**src/rtl/multicycle_control_if.sv**
```systemverilog
// ---------------------------------------------------------------------------
// multicycle_control_if
//
// Bundles the signals between the multicycle sequencing control unit and the
// MIPS datapath / memory.
//
//   Datapath -> control : opcode, function_code, b_code (instruction fields
//                         from the IR), waitrequest (memory not ready),
//                         halt_req (halt condition sampled in DECODE).
//   Control -> datapath : state, active, memory strobes, register-file and
//                         HI/LO write strobes, multiply/divide start and busy.
//
// Memory handshake: an access is requested by holding mem_read or mem_write
// high. It completes on the first clock edge at which waitrequest is low.
// While waitrequest is high the strobes, mem_addr_sel and the state hold
// unchanged.
//
// Modports:
//   master : the control unit (drives strobes, observes instruction fields)
//   slave  : the datapath side (drives instruction fields, observes strobes)
// ---------------------------------------------------------------------------
interface multicycle_control_if;
    logic [5:0] opcode;
    logic [5:0] function_code;
    logic [4:0] b_code;
    logic       waitrequest;
    logic       halt_req;

    logic [2:0] state;
    logic       active;
    logic       mem_read;
    logic       mem_write;
    logic       mem_addr_sel;
    logic       ir_write;
    logic       pc_write;
    logic       reg_write_enable;
    logic       hi_wren;
    logic       lo_wren;
    logic       muldiv_start;
    logic       muldiv_busy;

    modport master (
        input  opcode, function_code, b_code, waitrequest, halt_req,
        output state, active, mem_read, mem_write, mem_addr_sel, ir_write,
               pc_write, reg_write_enable, hi_wren, lo_wren, muldiv_start,
               muldiv_busy
    );

    modport slave (
        output opcode, function_code, b_code, waitrequest, halt_req,
        input  state, active, mem_read, mem_write, mem_addr_sel, ir_write,
               pc_write, reg_write_enable, hi_wren, lo_wren, muldiv_start,
               muldiv_busy
    );
endinterface

```
**src/rtl/multicycle_control.sv**
```systemverilog
// ---------------------------------------------------------------------------
// multicycle_control
//
// Sequencing control unit for the multicycle MIPS datapath. Walks each
// instruction through FETCH, DECODE, EXEC, MEM and WB (or HALTED). It issues
// one-cycle datapath strobes, stalls on memory waitrequest, and owns the
// multiply/divide latency counter that interlocks HI/LO accesses.
//
// Ports:
//   clk      : rising-edge clock
//   reset_n  : asynchronous active-low reset. While it is low every output
//              is forced to 0 combinationally.
//   bus      : multicycle_control_if.master. It carries the instruction
//              fields and waitrequest/halt_req in, and the state and strobes
//              out. The state output doubles as the FSM debug view.
//
// Parameters:
//   MULT_CYCLES : cycles from mult/multu issue to the HI/LO commit pulse
//   DIV_CYCLES  : cycles from div/divu issue to the HI/LO commit pulse
//   CNT_W       : latency counter width; must hold max(MULT/DIV_CYCLES)
// ---------------------------------------------------------------------------
module multicycle_control #(
    parameter int unsigned MULT_CYCLES = 4,
    parameter int unsigned DIV_CYCLES  = 32,
    parameter int unsigned CNT_W       = 6
) (
    input  logic                   clk,
    input  logic                   reset_n,
    multicycle_control_if.master   bus
);

    typedef enum logic [2:0] {
        FETCH  = 3'd0,
        DECODE = 3'd1,
        EXEC   = 3'd2,
        MEM    = 3'd3,
        WB     = 3'd4,
        HALTED = 3'd5
    } state_t;

    state_t            state_q, state_d;
    logic [CNT_W-1:0]  cnt_q, cnt_d;

    // ---------------- instruction class decode ----------------
    logic [5:0] op;
    logic [5:0] fn;
    logic       is_rtype;
    logic       is_load, is_store;
    logic       is_hilo_rd, is_hilo_wr, is_muldiv;
    logic       is_link, is_ctrl_only, writes_reg;

    assign op = bus.opcode;
    assign fn = bus.function_code;

    always_comb begin
        is_rtype   = (op == 6'd0);
        is_load    = (op >= 6'd32) && (op <= 6'd38);
        is_store   = (op == 6'd40) || (op == 6'd41) || (op == 6'd43);
        is_hilo_rd = is_rtype && ((fn == 6'd16) || (fn == 6'd18));
        is_hilo_wr = is_rtype && ((fn == 6'd17) || (fn == 6'd19));
        is_muldiv  = is_rtype && (fn >= 6'd24) && (fn <= 6'd27);
        // jal, jalr, bltzal/bgezal
        is_link    = (op == 6'd3)
                   || (is_rtype && (fn == 6'd9))
                   || ((op == 6'd1) && ((bus.b_code == 5'd16) || (bus.b_code == 5'd17)));
        // Branches/jumps that only update the PC, plus jr.
        is_ctrl_only = (((op == 6'd1) || (op == 6'd2) || ((op >= 6'd4) && (op <= 6'd7)))
                        && !is_link)
                     || (is_rtype && (fn == 6'd8));
        writes_reg = is_link
                   || ((op >= 6'd9) && (op <= 6'd15))
                   || is_load
                   || (is_rtype && !((fn == 6'd8) || (fn == 6'd17) || (fn == 6'd19)
                                     || ((fn >= 6'd24) && (fn <= 6'd27))));
    end

    // ---------------- latency counter status ----------------
    logic busy;
    logic commit;

    assign busy   = (cnt_q != '0);
    // The cycle the counter steps 1 -> 0 is the HI/LO result commit.
    assign commit = (cnt_q == CNT_W'(1));

    // ---------------- state and counter registers ----------------
    always_ff @(posedge clk or negedge reset_n) begin
        if (!reset_n) begin
            state_q <= FETCH;
            cnt_q   <= '0;
        end else begin
            state_q <= state_d;
            cnt_q   <= cnt_d;
        end
    end

    // ---------------- next state and strobes ----------------
    logic mem_read_c, mem_write_c, mem_addr_sel_c, ir_write_c, pc_write_c;
    logic reg_we_c, hi_exec_c, lo_exec_c, start_c;

    always_comb begin
        state_d        = state_q;
        mem_read_c     = 1'b0;
        mem_write_c    = 1'b0;
        mem_addr_sel_c = 1'b0;
        ir_write_c     = 1'b0;
        pc_write_c     = 1'b0;
        reg_we_c       = 1'b0;
        hi_exec_c      = 1'b0;
        lo_exec_c      = 1'b0;
        start_c        = 1'b0;

        case (state_q)
            FETCH: begin
                mem_read_c = 1'b1;
                if (!bus.waitrequest) begin
                    ir_write_c = 1'b1;
                    state_d    = DECODE;
                end
            end
            DECODE: begin
                if (bus.halt_req) begin
                    state_d = HALTED;
                end else if (!((is_hilo_rd || is_hilo_wr || is_muldiv) && busy)) begin
                    state_d = EXEC;
                end
            end
            EXEC: begin
                if (is_muldiv) begin
                    start_c    = 1'b1;
                    pc_write_c = 1'b1;
                    state_d    = FETCH;
                end else if (is_hilo_wr) begin
                    hi_exec_c  = (fn == 6'd17);
                    lo_exec_c  = (fn == 6'd19);
                    pc_write_c = 1'b1;
                    state_d    = FETCH;
                end else if (is_ctrl_only) begin
                    pc_write_c = 1'b1;
                    state_d    = FETCH;
                end else if (is_load || is_store) begin
                    state_d = MEM;
                end else begin
                    state_d = WB;
                end
            end
            MEM: begin
                mem_addr_sel_c = 1'b1;
                mem_read_c     = is_load;
                mem_write_c    = is_store;
                if (!bus.waitrequest) begin
                    if (is_load) begin
                        state_d = WB;
                    end else begin
                        pc_write_c = 1'b1;
                        state_d    = FETCH;
                    end
                end
            end
            WB: begin
                reg_we_c   = writes_reg;
                pc_write_c = 1'b1;
                state_d    = FETCH;
            end
            HALTED: begin
                state_d = HALTED;
            end
            default: begin
                state_d = FETCH;
            end
        endcase
    end

    // A new mult/div only issues when idle (DECODE interlock), so a load
    // never overlaps a running count. fn bit 1 separates div (26/27) from
    // mult (24/25).
    always_comb begin
        cnt_d = cnt_q;
        if (start_c) begin
            cnt_d = fn[1] ? CNT_W'(DIV_CYCLES) : CNT_W'(MULT_CYCLES);
        end else if (busy) begin
            cnt_d = cnt_q - CNT_W'(1);
        end
    end

    // ---------------- outputs, forced low while in reset ----------------
    assign bus.state            = reset_n ? state_q : FETCH;
    assign bus.active           = reset_n && (state_q != HALTED);
    assign bus.mem_read         = reset_n && mem_read_c;
    assign bus.mem_write        = reset_n && mem_write_c;
    assign bus.mem_addr_sel     = reset_n && mem_addr_sel_c;
    assign bus.ir_write         = reset_n && ir_write_c;
    assign bus.pc_write         = reset_n && pc_write_c;
    assign bus.reg_write_enable = reset_n && reg_we_c;
    assign bus.hi_wren          = reset_n && (hi_exec_c || commit);
    assign bus.lo_wren          = reset_n && (lo_exec_c || commit);
    assign bus.muldiv_start     = reset_n && start_c;
    assign bus.muldiv_busy      = reset_n && busy;

endmodule

```
**src/flat_wrapper.sv**
```systemverilog
// flat-port wrapper written by rule: the top's interface ports become plain ports
module multicycle_control_flat 
#(
    parameter int unsigned MULT_CYCLES = 4,
    parameter int unsigned DIV_CYCLES  = 32,
    parameter int unsigned CNT_W       = 6
)
  (clk, reset_n, bus_opcode, bus_function_code, bus_b_code, bus_waitrequest, bus_halt_req, bus_state, bus_active, bus_mem_read, bus_mem_write, bus_mem_addr_sel, bus_ir_write, bus_pc_write, bus_reg_write_enable, bus_hi_wren, bus_lo_wren, bus_muldiv_start, bus_muldiv_busy);
  multicycle_control_if bus_i ();
  input  logic clk;
  input  logic reset_n;
  input wire logic [$bits(bus_i.opcode)-1:0] bus_opcode;
  input wire logic [$bits(bus_i.function_code)-1:0] bus_function_code;
  input wire logic [$bits(bus_i.b_code)-1:0] bus_b_code;
  input wire logic [$bits(bus_i.waitrequest)-1:0] bus_waitrequest;
  input wire logic [$bits(bus_i.halt_req)-1:0] bus_halt_req;
  output wire logic [$bits(bus_i.state)-1:0] bus_state;
  output wire logic [$bits(bus_i.active)-1:0] bus_active;
  output wire logic [$bits(bus_i.mem_read)-1:0] bus_mem_read;
  output wire logic [$bits(bus_i.mem_write)-1:0] bus_mem_write;
  output wire logic [$bits(bus_i.mem_addr_sel)-1:0] bus_mem_addr_sel;
  output wire logic [$bits(bus_i.ir_write)-1:0] bus_ir_write;
  output wire logic [$bits(bus_i.pc_write)-1:0] bus_pc_write;
  output wire logic [$bits(bus_i.reg_write_enable)-1:0] bus_reg_write_enable;
  output wire logic [$bits(bus_i.hi_wren)-1:0] bus_hi_wren;
  output wire logic [$bits(bus_i.lo_wren)-1:0] bus_lo_wren;
  output wire logic [$bits(bus_i.muldiv_start)-1:0] bus_muldiv_start;
  output wire logic [$bits(bus_i.muldiv_busy)-1:0] bus_muldiv_busy;
  assign bus_i.opcode = bus_opcode;
  assign bus_i.function_code = bus_function_code;
  assign bus_i.b_code = bus_b_code;
  assign bus_i.waitrequest = bus_waitrequest;
  assign bus_i.halt_req = bus_halt_req;
  assign bus_state = bus_i.state;
  assign bus_active = bus_i.active;
  assign bus_mem_read = bus_i.mem_read;
  assign bus_mem_write = bus_i.mem_write;
  assign bus_mem_addr_sel = bus_i.mem_addr_sel;
  assign bus_ir_write = bus_i.ir_write;
  assign bus_pc_write = bus_i.pc_write;
  assign bus_reg_write_enable = bus_i.reg_write_enable;
  assign bus_hi_wren = bus_i.hi_wren;
  assign bus_lo_wren = bus_i.lo_wren;
  assign bus_muldiv_start = bus_i.muldiv_start;
  assign bus_muldiv_busy = bus_i.muldiv_busy;
  multicycle_control #(.MULT_CYCLES(MULT_CYCLES), .DIV_CYCLES(DIV_CYCLES), .CNT_W(CNT_W)) u_core (.clk(clk), .reset_n(reset_n), .bus(bus_i));
endmodule
```
**config.mk**
```make
export PLATFORM = sky130hd
export DESIGN_NAME = multicycle_control_flat
export DESIGN_NICKNAME = d
export VERILOG_FILES = /design/src/rtl/multicycle_control_if.sv /design/src/rtl/multicycle_control.sv /design/src/flat_wrapper.sv
export SDC_FILE = /design/constraint.sdc
export NUM_CORES = 1
export LEC_CHECK = 0
export BUFFER_PORTS_ARGS = -buffer_cell sky130_fd_sc_hd__buf_2
export CORE_UTILIZATION = 25
export DETAILED_ROUTE_END_ITERATION = 12
export PLACE_DENSITY = 0.55
export SYNTH_ARGS = -nofsm -noshare
export SYNTH_HDL_FRONTEND = slang
export SYNTH_SLANG_ARGS = --single-unit
```
**constraint.sdc**
```tcl
create_clock -name clk -period 2.9 [get_ports clk]
set_clock_uncertainty 0.15 [all_clocks]
set_input_delay 0.58 -clock clk [delete_from_list [all_inputs] [get_ports clk]]
set_output_delay 0.58 -clock clk [all_outputs]
set_load 0.005 [all_outputs]
```
==> results.toml <==
[sta]
setup_violations = 0
fin_tns_setup_ps = 0
hold_viol_final = 0
maxSlewViolCount = 0
max_slew_margin = 0.672
fin_crit_sh = 0.896
max_freq_mhz = 385
min_period_ps = 2600
rsz0062_at_grt = "false"
tightestPinTransition_ps = 488

[setup_path]
cp-start-kind = "input pin"
critPathSlowestCell = "or3_4"
end_kind = "primary output"
cp.required_ps = 2170
path_buf_inv = 2
cp.arrival_ps = 1870
path_common_cell = "buf_2"
crit_type = "input pin to primary output"
crit_family = "simple AND/OR/NAND/NOR gates"
slowest_delay_ps = 420
path_cells = "buf_2, or3_4, a311o_1, nor3_1, o21a_1, buf_2"
critPathMaxFanout = 8

[floorplan]
rows = 22
io-pin-count = 35
die_area_sq_um = 4160
core_area_sq_um = 3720
die_h_um = 64.5
fp.dieW_um = 64.5
start_util = 0.263

[cts]
clk-insertion-delay-late_ps = 240
cts-root-buf = "clkbuf_8"
ctsLongestPathBuffers = 2
clock_sinks = 9
cts-htree-levels = 1
cts.clk_slew.worst_paths_ps = 50
cts_inserted_buffers = 3
cts_tree = "done"
postCtsSetupRepairBufs = 0
ctsHoldBuffers = 0
cts_resized = 0

[final_layout]
final_area_sq_um = 1240
mostFrequentLayoutCells = "33 x buf_2, 11 x nor2_1, 9 x dfrtp_1"
drive_gt1_frac = 0.321
stdcell_count = 204
nNetsFinal = 181
mostFrequentLayoutCell = "buf_2"
antenna_cells = 0
area_growth_pct = 26.9
fillers = 409

[synth]
syn_avg_cell_area_sq_um = 8.07
synth_nets = 145
ys.flop_type = "dfrtp_1"
postSynthCellCount = 121
synth_cell_types = 54
ys_seq_elements = 9
synth_edf_count = 0
async_flop_share = 1.00
netlist_area_sq_um = 976
synth-seq-area-share = 0.231
yosysWarnings = 0

[flow_run]
max_cap_violations = 0

[drt]
ant_nets = 0
vias_per_cell = 5.05
drt_iter0_drc = 26
first_pass_iters = 4
wirelength_um = 2600
wire_per_inst_um = 12.7
num_vias = 1030
drcViolationCount = 0

[global_routing]
gr-usage-all-layers = 0.124
first_global_vias = 947
grt_overflow = 0
antenna_found_initial = 0
grt_max_degree = 15
grt_pass1_wl_um = 4080

[placed_design]
place_area_sq_um = 1190
place_congestion = 0.773
io_buffers = 33
dpl.hpwl_um = 2080
dp.cells = 200

[power_and_ir_drop]
power_density_nw_per_um2 = 685
p_leak_uw = 0.000571
peakVddDrop_mv = 0.276

[run_status]
status = "complete, no violations"

[worst_hold_path]
hold_class = "input pin to asynchronous set/reset pin"
stage by stage:
step           setup slack, ps  utilization  hold WS (ps)  power [uW]
3_5_place_dp               294        0.321           322         700
6_report                   301        0.333          65.2         849
4_1_cts                    291        0.333          73.4         853
5_1_grt                    205        0.333          73.0         925
2_1_floorplan              569            -           134         571
3_3_place_gp               301        0.321           320         679
worst paths after layout:
path	start	cells after the start	endpoint	slack, ps
worst min-delay path	reset_n	1	u_core.cnt_q[3]	70
worst min register to register	u_core.cnt_q[1]	2	u_core.cnt_q[1]	430
min in group clk	u_core.cnt_q[1]	2	u_core.cnt_q[1]	430
worst max-delay path	bus_opcode[3]	6	bus_pc_write	300
worst max register to register	u_core.cnt_q[0]	7	u_core.state_q[0]	930
max in group asynchronous	reset_n	2	u_core.cnt_q[1]	2170
kinds of logic (layout without fill, tap and decap cells):
logic type	count (synthesis)	after routing	share of synthesized area
DFF	9	9	0.231
xor gates and xnor gates	2	2	0.0180
muxes	4	4	0.0474
adders and majority gates	3	3	0.0385
AOI/OAI and AO/OA	32	32	0.237
and+or+nand+nor	58	58	0.367
buffers and inverters	13	48	0.0615
cells in the mapped netlist (2+ instances only):
| library cell | n | area [sq um] |
|---|---|---|
| a211oi_1 | 3 | 22.5 |
| a21oi_1 | 5 | 25.0 |
| a311o_1 | 4 | 40.0 |
| and2_1 | 4 | 25.0 |
| and3_1 | 2 | 12.5 |
| buf_2 | 3 | 15.0 |
| dfrtp_1 | 9 | 225 |
| ha_1 | 3 | 37.5 |
| inv_1 | 8 | 30.0 |
| mux2i_1 | 2 | 20.0 |
| nand2_1 | 5 | 18.8 |
| nand2b_1 | 4 | 25.0 |
| nor2_1 | 11 | 41.3 |
| nor2b_1 | 5 | 31.3 |
| nor3_1 | 6 | 30.0 |
| nor4_1 | 2 | 12.5 |
| o21a_1 | 2 | 15.0 |
| o21ai_0 | 3 | 15.0 |
| o21ai_1 | 2 | 10.0 |
| o21bai_1 | 2 | 15.0 |
| or3_4 | 2 | 22.5 |
| or3b_2 | 2 | 17.5 |
area by class of cell:
type,count,area (sq um),area share
Sequential cell,9,225,0.182
Inverter,8,30.0,0.0242
Timing Repair Buffer,36,188,0.152
Multi-Input combinational cell,99,691,0.558
Clock buffer,4,45.0,0.0364
Tap cell,48,60.1,0.0485
state kept, by name, indices dropped and copies added (netlist names):
signal          cells
u_core.state_q      3
u_core.cnt_q        6
power breakdown:
part,switching (uW),total [uW],internal (uW)
sequential,89.9,276,186
clock,52.4,148,96.0
combinational,218,424,206
per-layer routing:
metal | GRT usage | up-vias | routed length [um]
li1 | - | 518 | -
met1 | 0.142 | 466 | 1190
met2 | 0.225 | 38 | 1230
met3 | 0.0299 | 8 | 142
met4 | 0.0389 | 0 | 42
met5 | 0 | - | 0
No activity file was read; power rests on OpenSTA's default activity.
